[src/rtl/jtag_tap_ctrl_mc_if.sv]
// JTAG pin bundle between the board-level connector and the TAP controller.
// The slave side receives TCK/TMS/TDI/TRST and drives TDO.
interface jtag_interface;
   logic tck;
   logic tms;
   logic tdi;
   logic trst;
   logic tdo;

   modport master (output tck, output tms, output tdi, output trst, input tdo);
   modport slave  (input tck, input tms, input tdi, input trst, output tdo);
endinterface

[src/rtl/jtag_tap_ctrl_mc.sv]
// IEEE 1149.1 TAP controller running in the clk domain with synchronised pins, BYPASS/IDCODE DRs and user DR strobes.
// Optional feature macro: JTAG_IDCODE_EN (IDCODE register present; otherwise the IDCODE opcode acts as BYPASS).
module jtag_tap_ctrl_mc #(
   parameter int unsigned                   INSTRUCTION_WIDTH = 4,
   parameter logic [INSTRUCTION_WIDTH-1:0]  IDCODE_INSTR      = {{(INSTRUCTION_WIDTH-1){1'b0}}, 1'b1},
   parameter logic [31:0]                   IDCODE_VALUE      = 32'h4e79_0001,
   parameter int unsigned                   SYNC_STAGES       = 2
) (
   input  logic                         clk,
   input  logic                         reset_n,
   jtag_interface.slave                 jtag,
   input  logic                         data_shift_val,
   output logic                         capture_dr,
   output logic                         shift_dr,
   output logic                         update_dr,
   output logic [INSTRUCTION_WIDTH-1:0] instruction,
   output logic                         update_ir,
   output logic [3:0]                   tap_state
);

   typedef enum logic [3:0] {
      TAP_RESET  = 4'd0,  TAP_IDLE   = 4'd1,  TAP_SEL_DR = 4'd2,  TAP_CAP_DR = 4'd3,
      TAP_SH_DR  = 4'd4,  TAP_EX1_DR = 4'd5,  TAP_PAU_DR = 4'd6,  TAP_EX2_DR = 4'd7,
      TAP_UPD_DR = 4'd8,  TAP_SEL_IR = 4'd9,  TAP_CAP_IR = 4'd10, TAP_SH_IR  = 4'd11,
      TAP_EX1_IR = 4'd12, TAP_PAU_IR = 4'd13, TAP_EX2_IR = 4'd14, TAP_UPD_IR = 4'd15
   } tap_state_e;

   localparam int unsigned W = INSTRUCTION_WIDTH;
   localparam logic [W-1:0] IR_CAPTURE = {{(W-1){1'b0}}, 1'b1};
   localparam logic [W-1:0] ALL_ONES   = {W{1'b1}};

   logic [SYNC_STAGES-1:0] tck_sync_q, tms_sync_q, tdi_sync_q, trst_sync_q;
   logic                   tck_last_q;
   logic                   tck_s, tms_s, tdi_s, trst_s, tck_rise_s, tck_fall_s;

   tap_state_e             state_q, state_d;
   logic [W-1:0]           instr_q, ir_shift_q;
   logic                   bypass_q, tdo_q;
   logic                   capture_dr_q, shift_dr_q, update_dr_q, update_ir_q;
   logic                   bypass_sel_s, user_sel_s, dr_tdo_s;

`ifdef JTAG_IDCODE_EN
   localparam logic [W-1:0] RESET_INSTR = IDCODE_INSTR;
   logic [31:0] idcode_q;
   logic        idcode_sel_s;
   assign idcode_sel_s = (instr_q == IDCODE_INSTR);
   assign bypass_sel_s = (instr_q == ALL_ONES);
   assign user_sel_s   = ~bypass_sel_s & ~idcode_sel_s;
`else
   localparam logic [W-1:0] RESET_INSTR = ALL_ONES;
   logic idcode_unused_s;
   assign idcode_unused_s = ^IDCODE_VALUE;
   assign bypass_sel_s    = (instr_q == ALL_ONES) | (instr_q == IDCODE_INSTR);
   assign user_sel_s      = ~bypass_sel_s;
`endif

   assign tck_s      = tck_sync_q[SYNC_STAGES-1];
   assign tms_s      = tms_sync_q[SYNC_STAGES-1];
   assign tdi_s      = tdi_sync_q[SYNC_STAGES-1];
   assign trst_s     = trst_sync_q[SYNC_STAGES-1];
   assign tck_rise_s = tck_s & ~tck_last_q;
   assign tck_fall_s = ~tck_s & tck_last_q;

   // Pin synchronisers and previous-TCK flop for edge detection.
   always_ff @(posedge clk or negedge reset_n) begin
      if (!reset_n) begin
         tck_sync_q  <= {SYNC_STAGES{1'b0}};
         tms_sync_q  <= {SYNC_STAGES{1'b0}};
         tdi_sync_q  <= {SYNC_STAGES{1'b0}};
         trst_sync_q <= {SYNC_STAGES{1'b0}};
         tck_last_q  <= 1'b0;
      end else begin
         tck_sync_q  <= {tck_sync_q[SYNC_STAGES-2:0], jtag.tck};
         tms_sync_q  <= {tms_sync_q[SYNC_STAGES-2:0], jtag.tms};
         tdi_sync_q  <= {tdi_sync_q[SYNC_STAGES-2:0], jtag.tdi};
         trst_sync_q <= {trst_sync_q[SYNC_STAGES-2:0], jtag.trst};
         tck_last_q  <= tck_s;
      end
   end

   // TAP next-state function on synchronised TMS.
   always_comb begin
      state_d = TAP_RESET;
      case (state_q)
         TAP_RESET:  state_d = tms_s ? TAP_RESET  : TAP_IDLE;
         TAP_IDLE:   state_d = tms_s ? TAP_SEL_DR : TAP_IDLE;
         TAP_SEL_DR: state_d = tms_s ? TAP_SEL_IR : TAP_CAP_DR;
         TAP_CAP_DR: state_d = tms_s ? TAP_EX1_DR : TAP_SH_DR;
         TAP_SH_DR:  state_d = tms_s ? TAP_EX1_DR : TAP_SH_DR;
         TAP_EX1_DR: state_d = tms_s ? TAP_UPD_DR : TAP_PAU_DR;
         TAP_PAU_DR: state_d = tms_s ? TAP_EX2_DR : TAP_PAU_DR;
         TAP_EX2_DR: state_d = tms_s ? TAP_UPD_DR : TAP_SH_DR;
         TAP_UPD_DR: state_d = tms_s ? TAP_SEL_DR : TAP_IDLE;
         TAP_SEL_IR: state_d = tms_s ? TAP_RESET  : TAP_CAP_IR;
         TAP_CAP_IR: state_d = tms_s ? TAP_EX1_IR : TAP_SH_IR;
         TAP_SH_IR:  state_d = tms_s ? TAP_EX1_IR : TAP_SH_IR;
         TAP_EX1_IR: state_d = tms_s ? TAP_UPD_IR : TAP_PAU_IR;
         TAP_PAU_IR: state_d = tms_s ? TAP_EX2_IR : TAP_PAU_IR;
         TAP_EX2_IR: state_d = tms_s ? TAP_UPD_IR : TAP_SH_IR;
         TAP_UPD_IR: state_d = tms_s ? TAP_SEL_DR : TAP_IDLE;
         default:    state_d = TAP_RESET;
      endcase
   end

   // Serial output source for SHIFT_DR, chosen by the active instruction.
   always_comb begin
      dr_tdo_s = data_shift_val;
      if (bypass_sel_s) begin
         dr_tdo_s = bypass_q;
`ifdef JTAG_IDCODE_EN
      end else if (idcode_sel_s) begin
         dr_tdo_s = idcode_q[0];
`endif
      end else begin
         dr_tdo_s = data_shift_val;
      end
   end

   // TAP state, IR/DR registers, TDO and one-clk strobes.
   always_ff @(posedge clk or negedge reset_n) begin
      if (!reset_n) begin
         state_q      <= TAP_RESET;
         instr_q      <= RESET_INSTR;
         ir_shift_q   <= {W{1'b0}};
         bypass_q     <= 1'b0;
`ifdef JTAG_IDCODE_EN
         idcode_q     <= 32'h0000_0000;
`endif
         tdo_q        <= 1'b0;
         capture_dr_q <= 1'b0;
         shift_dr_q   <= 1'b0;
         update_dr_q  <= 1'b0;
         update_ir_q  <= 1'b0;
      end else begin
         capture_dr_q <= 1'b0;
         shift_dr_q   <= 1'b0;
         update_dr_q  <= 1'b0;
         update_ir_q  <= 1'b0;
         // TRST wins over a coincident TCK edge and aborts any scan without update.
         if (trst_s) begin
            state_q <= TAP_RESET;
            instr_q <= RESET_INSTR;
         end else if (tck_rise_s) begin
            state_q <= state_d;
            case (state_q)
               TAP_RESET:  instr_q <= RESET_INSTR;
               TAP_CAP_DR: begin
                  bypass_q <= 1'b0;
`ifdef JTAG_IDCODE_EN
                  if (idcode_sel_s) idcode_q <= IDCODE_VALUE;
`endif
               end
               TAP_SH_DR: begin
                  bypass_q   <= tdi_s;
`ifdef JTAG_IDCODE_EN
                  if (idcode_sel_s) idcode_q <= {tdi_s, idcode_q[31:1]};
`endif
                  shift_dr_q <= user_sel_s;
               end
               TAP_CAP_IR: ir_shift_q <= IR_CAPTURE;
               TAP_SH_IR:  ir_shift_q <= {tdi_s, ir_shift_q[W-1:1]};
               default: ;
            endcase
            capture_dr_q <= user_sel_s & (state_d == TAP_CAP_DR);
            update_dr_q  <= user_sel_s & (state_d == TAP_UPD_DR);
            if (state_d == TAP_UPD_IR) begin
               instr_q     <= ir_shift_q;
               update_ir_q <= 1'b1;
            end
         end else if (tck_fall_s) begin
            case (state_q)
               TAP_SH_IR: tdo_q <= ir_shift_q[0];
               TAP_SH_DR: tdo_q <= dr_tdo_s;
               default: ;
            endcase
         end else if (state_q == TAP_RESET) begin
            instr_q <= RESET_INSTR;
         end
      end
   end

   assign jtag.tdo    = tdo_q;
   assign capture_dr  = capture_dr_q;
   assign shift_dr    = shift_dr_q;
   assign update_dr   = update_dr_q;
   assign update_ir   = update_ir_q;
   assign instruction = instr_q;
   assign tap_state   = state_q;

endmodule

[src/flat_wrapper.sv]
// flat-port wrapper written by rule: the top's interface ports become plain ports
module jtag_tap_ctrl_mc_flat 
#(
   parameter int unsigned                   INSTRUCTION_WIDTH = 4,
   parameter logic [INSTRUCTION_WIDTH-1:0]  IDCODE_INSTR      = {{(INSTRUCTION_WIDTH-1){1'b0}}, 1'b1},
   parameter logic [31:0]                   IDCODE_VALUE      = 32'h4e79_0001,
   parameter int unsigned                   SYNC_STAGES       = 2
)
  (clk, reset_n, data_shift_val, capture_dr, shift_dr, update_dr, instruction, update_ir, tap_state, jtag_tck, jtag_tms, jtag_tdi, jtag_trst, jtag_tdo);
  jtag_interface jtag_i ();
  input  logic clk;
  input  logic reset_n;
  input  logic data_shift_val;
  output logic capture_dr;
  output logic shift_dr;
  output logic update_dr;
  output logic [INSTRUCTION_WIDTH-1:0] instruction;
  output logic update_ir;
  output logic [3:0] tap_state;
  input wire logic [$bits(jtag_i.tck)-1:0] jtag_tck;
  input wire logic [$bits(jtag_i.tms)-1:0] jtag_tms;
  input wire logic [$bits(jtag_i.tdi)-1:0] jtag_tdi;
  input wire logic [$bits(jtag_i.trst)-1:0] jtag_trst;
  output wire logic [$bits(jtag_i.tdo)-1:0] jtag_tdo;
  assign jtag_i.tck = jtag_tck;
  assign jtag_i.tms = jtag_tms;
  assign jtag_i.tdi = jtag_tdi;
  assign jtag_i.trst = jtag_trst;
  assign jtag_tdo = jtag_i.tdo;
  jtag_tap_ctrl_mc #(.INSTRUCTION_WIDTH(INSTRUCTION_WIDTH), .IDCODE_INSTR(IDCODE_INSTR), .IDCODE_VALUE(IDCODE_VALUE), .SYNC_STAGES(SYNC_STAGES)) u_core (.clk(clk), .reset_n(reset_n), .jtag(jtag_i), .data_shift_val(data_shift_val), .capture_dr(capture_dr), .shift_dr(shift_dr), .update_dr(update_dr), .instruction(instruction), .update_ir(update_ir), .tap_state(tap_state));
endmodule
[config.mk]
export PLATFORM = sky130hd
export DESIGN_NAME = jtag_tap_ctrl_mc_flat
export DESIGN_NICKNAME = d
export VERILOG_FILES = /design/src/rtl/jtag_tap_ctrl_mc_if.sv /design/src/rtl/jtag_tap_ctrl_mc.sv /design/src/flat_wrapper.sv
export SDC_FILE = /design/constraint.sdc
export NUM_CORES = 1
export LEC_CHECK = 0
export ABC_AREA = 1
export CAP_MARGIN = 20
export CORE_MARGIN = 2
export CORE_UTILIZATION = 48
export DETAILED_ROUTE_END_ITERATION = 8
export PLACE_DENSITY = 0.74
export SETUP_SLACK_MARGIN = 0.05
export SLEW_MARGIN = 10
export SYNTH_ARGS = -nofsm -noshare
export SYNTH_HDL_FRONTEND = slang
export SYNTH_SLANG_ARGS = --single-unit
[constraint.sdc]
create_clock -name clk -period 1.4 [get_ports clk]
set_input_delay 0.21 -clock clk [delete_from_list [all_inputs] [get_ports clk]]
set_output_delay 0.21 -clock clk [all_outputs]
set_load 0.02 [all_outputs]
======== After elaboration in Yosys (flattened, before gate mapping) ========
Index checks and enable logic that the tools add are counted.
storage, ports and cells
  memory bits (writable) .................. 0
  logic and storage cells ................. 90
  ROM bits ................................ 0
  register bits after elaboration ......... 27
  memories kept ........................... 0
  output and inout bits ................... 13
  bits in latches ......................... 0
operators by class
  divide/modulo/power cells ............... 0
  bitwise logic cells ..................... 10
  eq/ne operators ......................... 21
  add/subtract/negate cells ............... 0
  multiplexer cells ....................... 34
  multipliers ............................. 0
  $lt $le $gt $ge ......................... 0
  reduce and logical (&&, ||, !) cells .... 11
  shift operators ......................... 0
operators with widths
  kind                  number
  $pmux W4 S12          1
  $eq A4 B4 Y1 const B  11
  $mux W4               11
  $eq A4 B3 Y1 const B  4
  $mux W1               14
  $eq A4 B2 Y1 const B  3
  $eq A4 B1 Y1 const B  2
  $pmux W4 S2           1
  $reduce_bool A2 Y1    4
  $mux W2               3
  $mux W3               2
  $reduce_and A3 Y1     2
  $not A1 Y1            5
  $and A1 B1 Y1         4
  $logic_not A4 Y1      1
  $pmux W1 S2           2
  $reduce_and A4 Y1     1
  $reduce_or A2 Y1      2
  $ne A3 B1 Y1 const B  1
  $reduce_or A3 Y1      1
  $or A1 B1 Y1          1

======== Logic depth before layout (Yosys ltp) ========
  word-level depth ........................ 7
  depth in mapped cells ................... 13

======== Least setup slack after synthesis ========
Ideal clock, no wire load.
  kind .................................... flip-flop to flip-flop
  from .................................... register u_core.state_q[0], in the netlist u_core.tap_state[0]
  to ...................................... register u_core.instr_q[0], in the netlist u_core.instruction[0]
  library setup time ...................... 0.072 ns
  period minus slack after synthesis ...... 1.580 ns
  arrival ................................. 1.508 ns
  required time ........................... 1.328 ns
  path buffers ............................ 1
  cell stages (with the launch flop) ...... 13
  slack ................................... -0.180 ns
  cell sequence ........................... dfrtp_1 > buf_4 > inv_1 > nor2_2 > nand3_1 > nand3_1 > nor2_1 > nand2_2 > nand2_4 > o21ai_1 > nand3_1 > nand2_1 > inv_1
on the way
  cells in the longest elaborated chain, start to end .. 7
  elaborated cells on any way between the ends .. 26
  those cells by class .................... eq/ne: 16; mux: 6; reduce/logical: 4
RTL lines
  element                                                                line                     source
  start: declaration                                                     jtag_tap_ctrl_mc.sv:36   tap_state_e state_q, state_d;
  start signal: assignment                                               jtag_tap_ctrl_mc.sv:144  state_q <= state_d;
  $eq A4 B1 Y1 (tied with other cells)                                   jtag_tap_ctrl_mc.sv:84   case (state_q)
  $reduce_or A3 Y1 (no source line) or $reduce_or A2 Y1 (tied branches)  --
  $pmux W4 S12                                                           jtag_tap_ctrl_mc.sv:84
  $eq A4 B4 Y1                                                           jtag_tap_ctrl_mc.sv:166  if (state_d == TAP_UPD_IR) begin
  $mux W4                                                                jtag_tap_ctrl_mc.sv:166
  $mux W4 (*)                                                            jtag_tap_ctrl_mc.sv:143  end else if (tck_rise_s) begin
  $mux W4 (*)                                                            jtag_tap_ctrl_mc.sv:140  if (trst_s) begin
  end signal: assignment                                                 jtag_tap_ctrl_mc.sv:167  instr_q <= ir_shift_q;
  end: declaration                                                       jtag_tap_ctrl_mc.sv:37   logic [W-1:0] instr_q, ir_shift_q;
Mark *: on every way between the ends. The rest lies on a longest branch, timed or not. The select of a mux whose other input is x is not followed.
A chain may end at the register's enable or synchronous reset.

======== Worst setup path in the final report ========
  from .................................... register u_core.state_q[1], in the netlist u_core.tap_state[1]
  to ...................................... register u_core.instr_q[2], in the netlist u_core.instruction[2]
Same word-level chain as after synthesis.

==> impl_metrics.yaml <==
grt:
  use_met1_pct: 30.7
  use_met2_pct: 45.8
  antenna_found_initial: 0
  grt.busiest_layer: "met2"
  track_usage_pct: 25.5
  grt_pass1_wl_um: 6460
  grt-ovfl-total: 0
  grt_max_degree: 28
  grt_util_met3_pct: 3.13
  grt_pass1_vias: 1395
final_layout:
  final-seq-area_um2: 686
  multiInputGateArea_um2: 771
  num-fill-cells: 193
  diodes: 0
  area_delta_synth_final_pct: 47.4
  drive_gt1_share_pct: 48.5
  fin_nets: 241
clock_tree:
  cts_buffer_depth: 2
  cts_root_buffer: "clkbuf_4"
  numCtsBuffers: 3
  htree_num_levels: 1
  clock_latency_ns: 0.32
  clk_pin_slew_ns: 0.14
  cts.sinks: 27
  cts_tree: "done"
drt:
  ant_nets: 0
  vias_per_cell: 5.30
  drt_iter0_markers: 91
  route.detailed.drc: 0
  drt-total-wl_um: 3840
  wl_per_cell_um: 14.5
  vias: 1400
  drt_first_pass_iters: 4
die:
  die_w_um: 58.0
  core_area_um2: 2760
  dieArea_um2: 3370
  die_y_um: 58.0
  rows: 19
  initial_core_util_pct: 50.8
  pin_count: 20
worst_hold_path:
  min_path_type: "in2async"
sta:
  tightest_slew_ns: 0.321
  timing.final.crit_share_pct: 117
  fmax_ghz: 0.610
  maxSlewHeadroom_pct: 78.6
  setup_violations: 11
  hold_viol: 0
  layout_min_cycle_time_ns: 1.64
  finalWorstSetupSlack_ns: -0.239
  rsz0062_at_grt: "yes"
  fin_setup_tns_ns: -1.60
  skew_ns: 0.000945
  slew_viol_final: 0
synth:
  ys_top_cells_by_count: "nand2_1, dfrtp_1, inv_1"
  yosysUniqueCellTypes: 23
  muxShareOfSynthArea_pct: 0
  netlist_top_cells_area: "dfrtp_1, nand2_1, dfstp_2"
  synth_xor_area_share_pct: 0
  yosys.area_share.simple_pct: 36.3
  synth_fa_ha_area_share_pct: 0
  yosysWarnings: 0
  synth_cells: 177
  synth-edff-count: 0
  synthFlopType: "dfrtp_1"
  synth_top_family_by_area: "simple AND/OR/NAND/NOR gates"
  yosysTopAreaCellShare_pct: 41.1
  ys_ff_latch: 27
  synth_top_area_cell: "dfrtp_1"
  seq_area_frac_synth_pct: 48.6
  synthMostInstantiatedCell: "nand2_1"
  synth-compound-area-share_pct: 7.14
  syn_area_um2: 1400
  ys_async_sr_fraction_pct: 100
  syn_area_per_cell_um2: 7.92
  synth_nets: 184
worst_setup_path:
  path_common_cell: "nand2_1"
  worstSetupPathType: "reg2reg"
  critPathLaunchType: "flip-flop"
  slowest_delay_ns: 0.44
  cp_slowest_cell: "dfrtp_2"
  crit_fanout: 5
  worst_ep_required_time_ns: 1.68
  arrival_ns: 1.92
  crit_chain: "buf_4 > inv_2 > nor2_4 > nand2_1 > nand2_1 > nand2_1 > nand3b_4 > inv_2 > nor2_4 > nand4_1 > nand3_1 > nand2_1 > inv_1"
  end_kind: "flip-flop"
power_and_ir_drop:
  power_density_nw_per_um2: 620
  power_leakage_nw: 1.05
  max-vdd-ir-drop_v: 0.000755
  power.total_mw: 1.28
run:
  cap_violations: 0
status:
  status: "finished, violations left"
  violations: "setup timing"
placed_design:
  port_buffers: 19
  gp_congestion: 0.989
  dp_hpwl_um: 2670
==> layer usage <==
layer / wire [um] / vias to the layer above
li1: - / 680
met1: 1530 / 669
met2: 2060 / 38
met3: 137 / 13
met4: 116 / 0
met5: 0 / -
==> placed cells by master, fill, tap and decap left out, types with 2 or more instances in the layout <==
cell             Yosys  routed
nand3_2              2       7
clkbuf_4             0       3
nand2_1             45      38
dlygate4sd2_1        0       5
o22ai_1              2       2
buf_4                1      30
a21oi_1              6       2
nand4_1              5       5
dfrtp_2              0       4
nor3_2               0       3
a21oi_2              0       4
nor2_1              10       7
inv_2                5      13
nor2_2               5       3
dfstp_2              4       4
nand2_2              4       9
clkdlybuf4s50_1      0       6
buf_2                0       5
nand2_4              1       3
buf_6                0       7
o21ai_1              6       5
dfrtp_1             23      19
nand3_1             19      13
o21ai_2              0       4
inv_1               21      14
nor2_4               4       9
==> cells by family after synthesis <==
family                 after synthesis
AND/OR/NAND/NOR                    102
AO/OA/AOI/OAI                       19
flip-flops                          27
buffers and inverters               29
==> registers in the layout, summed over array words and instances (netlist names) <==
register	count
u_core.ir_shift_q	4
u_core.tdi_sync_q	2
u_core.instruction	4
u_core.update_dr	1
u_core.capture_dr	1
u_core.shift_dr	1
u_core.trst_sync_q	2
u_core.bypass_q	1
u_core.tck_last_q	1
u_core.tap_state	4
u_core.tms_sync_q	2
u_core.tck_sync_q	2
u_core.update_ir	1
u_core.jtag.tdo	1
==> area by class of cell <==
class	instances	area share, %
Clock buffer	3	1.09
Sequential cell	27	33.2
Timing Repair Buffer	53	21.0
Clock inverter	1	0.242
Multi-Input combinational cell	121	37.3
Inverter	28	5.33
Tap cell	31	1.88
==> critical path: cells and delay by family (launching register included) <==
family                 cells  cell delay, ns
buffers and inverters      4            0.28
and+or+nand+nor            9            0.87
DFF                        1            0.44
==> final timing paths <==
check | from | endpoint | slack [ns] | cells past startpoint
max in group asynchronous | reset_n | u_core.instruction[0] | 0.88 | 2
worst max-delay path | u_core.tap_state[1] | u_core.instruction[2] | -0.24 | 13
worst max register to register | u_core.tap_state[1] | u_core.instruction[2] | -0.24 | 13
min in group clk | jtag_tck | u_core.tck_sync_q[0] | 0.31 | 1
worst min register to register | u_core.tdi_sync_q[0] | u_core.tdi_sync_q[1] | 0.37 | 0
worst min-delay path | reset_n | u_core.tdi_sync_q[0] | 0.23 | 2
==> timing repair <==
item,CTS,global route
gates resized for setup,71,15
setup buffers,11,2
endpoints found under the setup margin,27,23
pin swaps,13,3
hold buffers,0,0
==> metrics by stage <==
stage / instance area (um2) / utilization (%) / cells / setup WS, ns / hold WS, ns
after floorplan: 1450 / - / 177 / -0.0902 / -0.0856
after global placement: 1820 / 66.1 / 247 / -0.153 / 0.333
after detailed placement: 1820 / 66.1 / 247 / -0.189 / 0.337
after CTS: 2030 / 73.5 / 262 / -0.166 / 0.234
after global routing: 2070 / 74.9 / 264 / -0.337 / 0.261
final: 2070 / 74.9 / 264 / -0.239 / 0.232
==> power by group <==
part           internal [mW]  leakage, nW  switching, mW
Clock                  0.107       0.0177          0.220
Combinational         0.0612        0.705         0.0857
Sequential             0.796        0.330         0.0103
Total                  0.964         1.05          0.316
No activity file was read; power rests on OpenSTA's default activity.
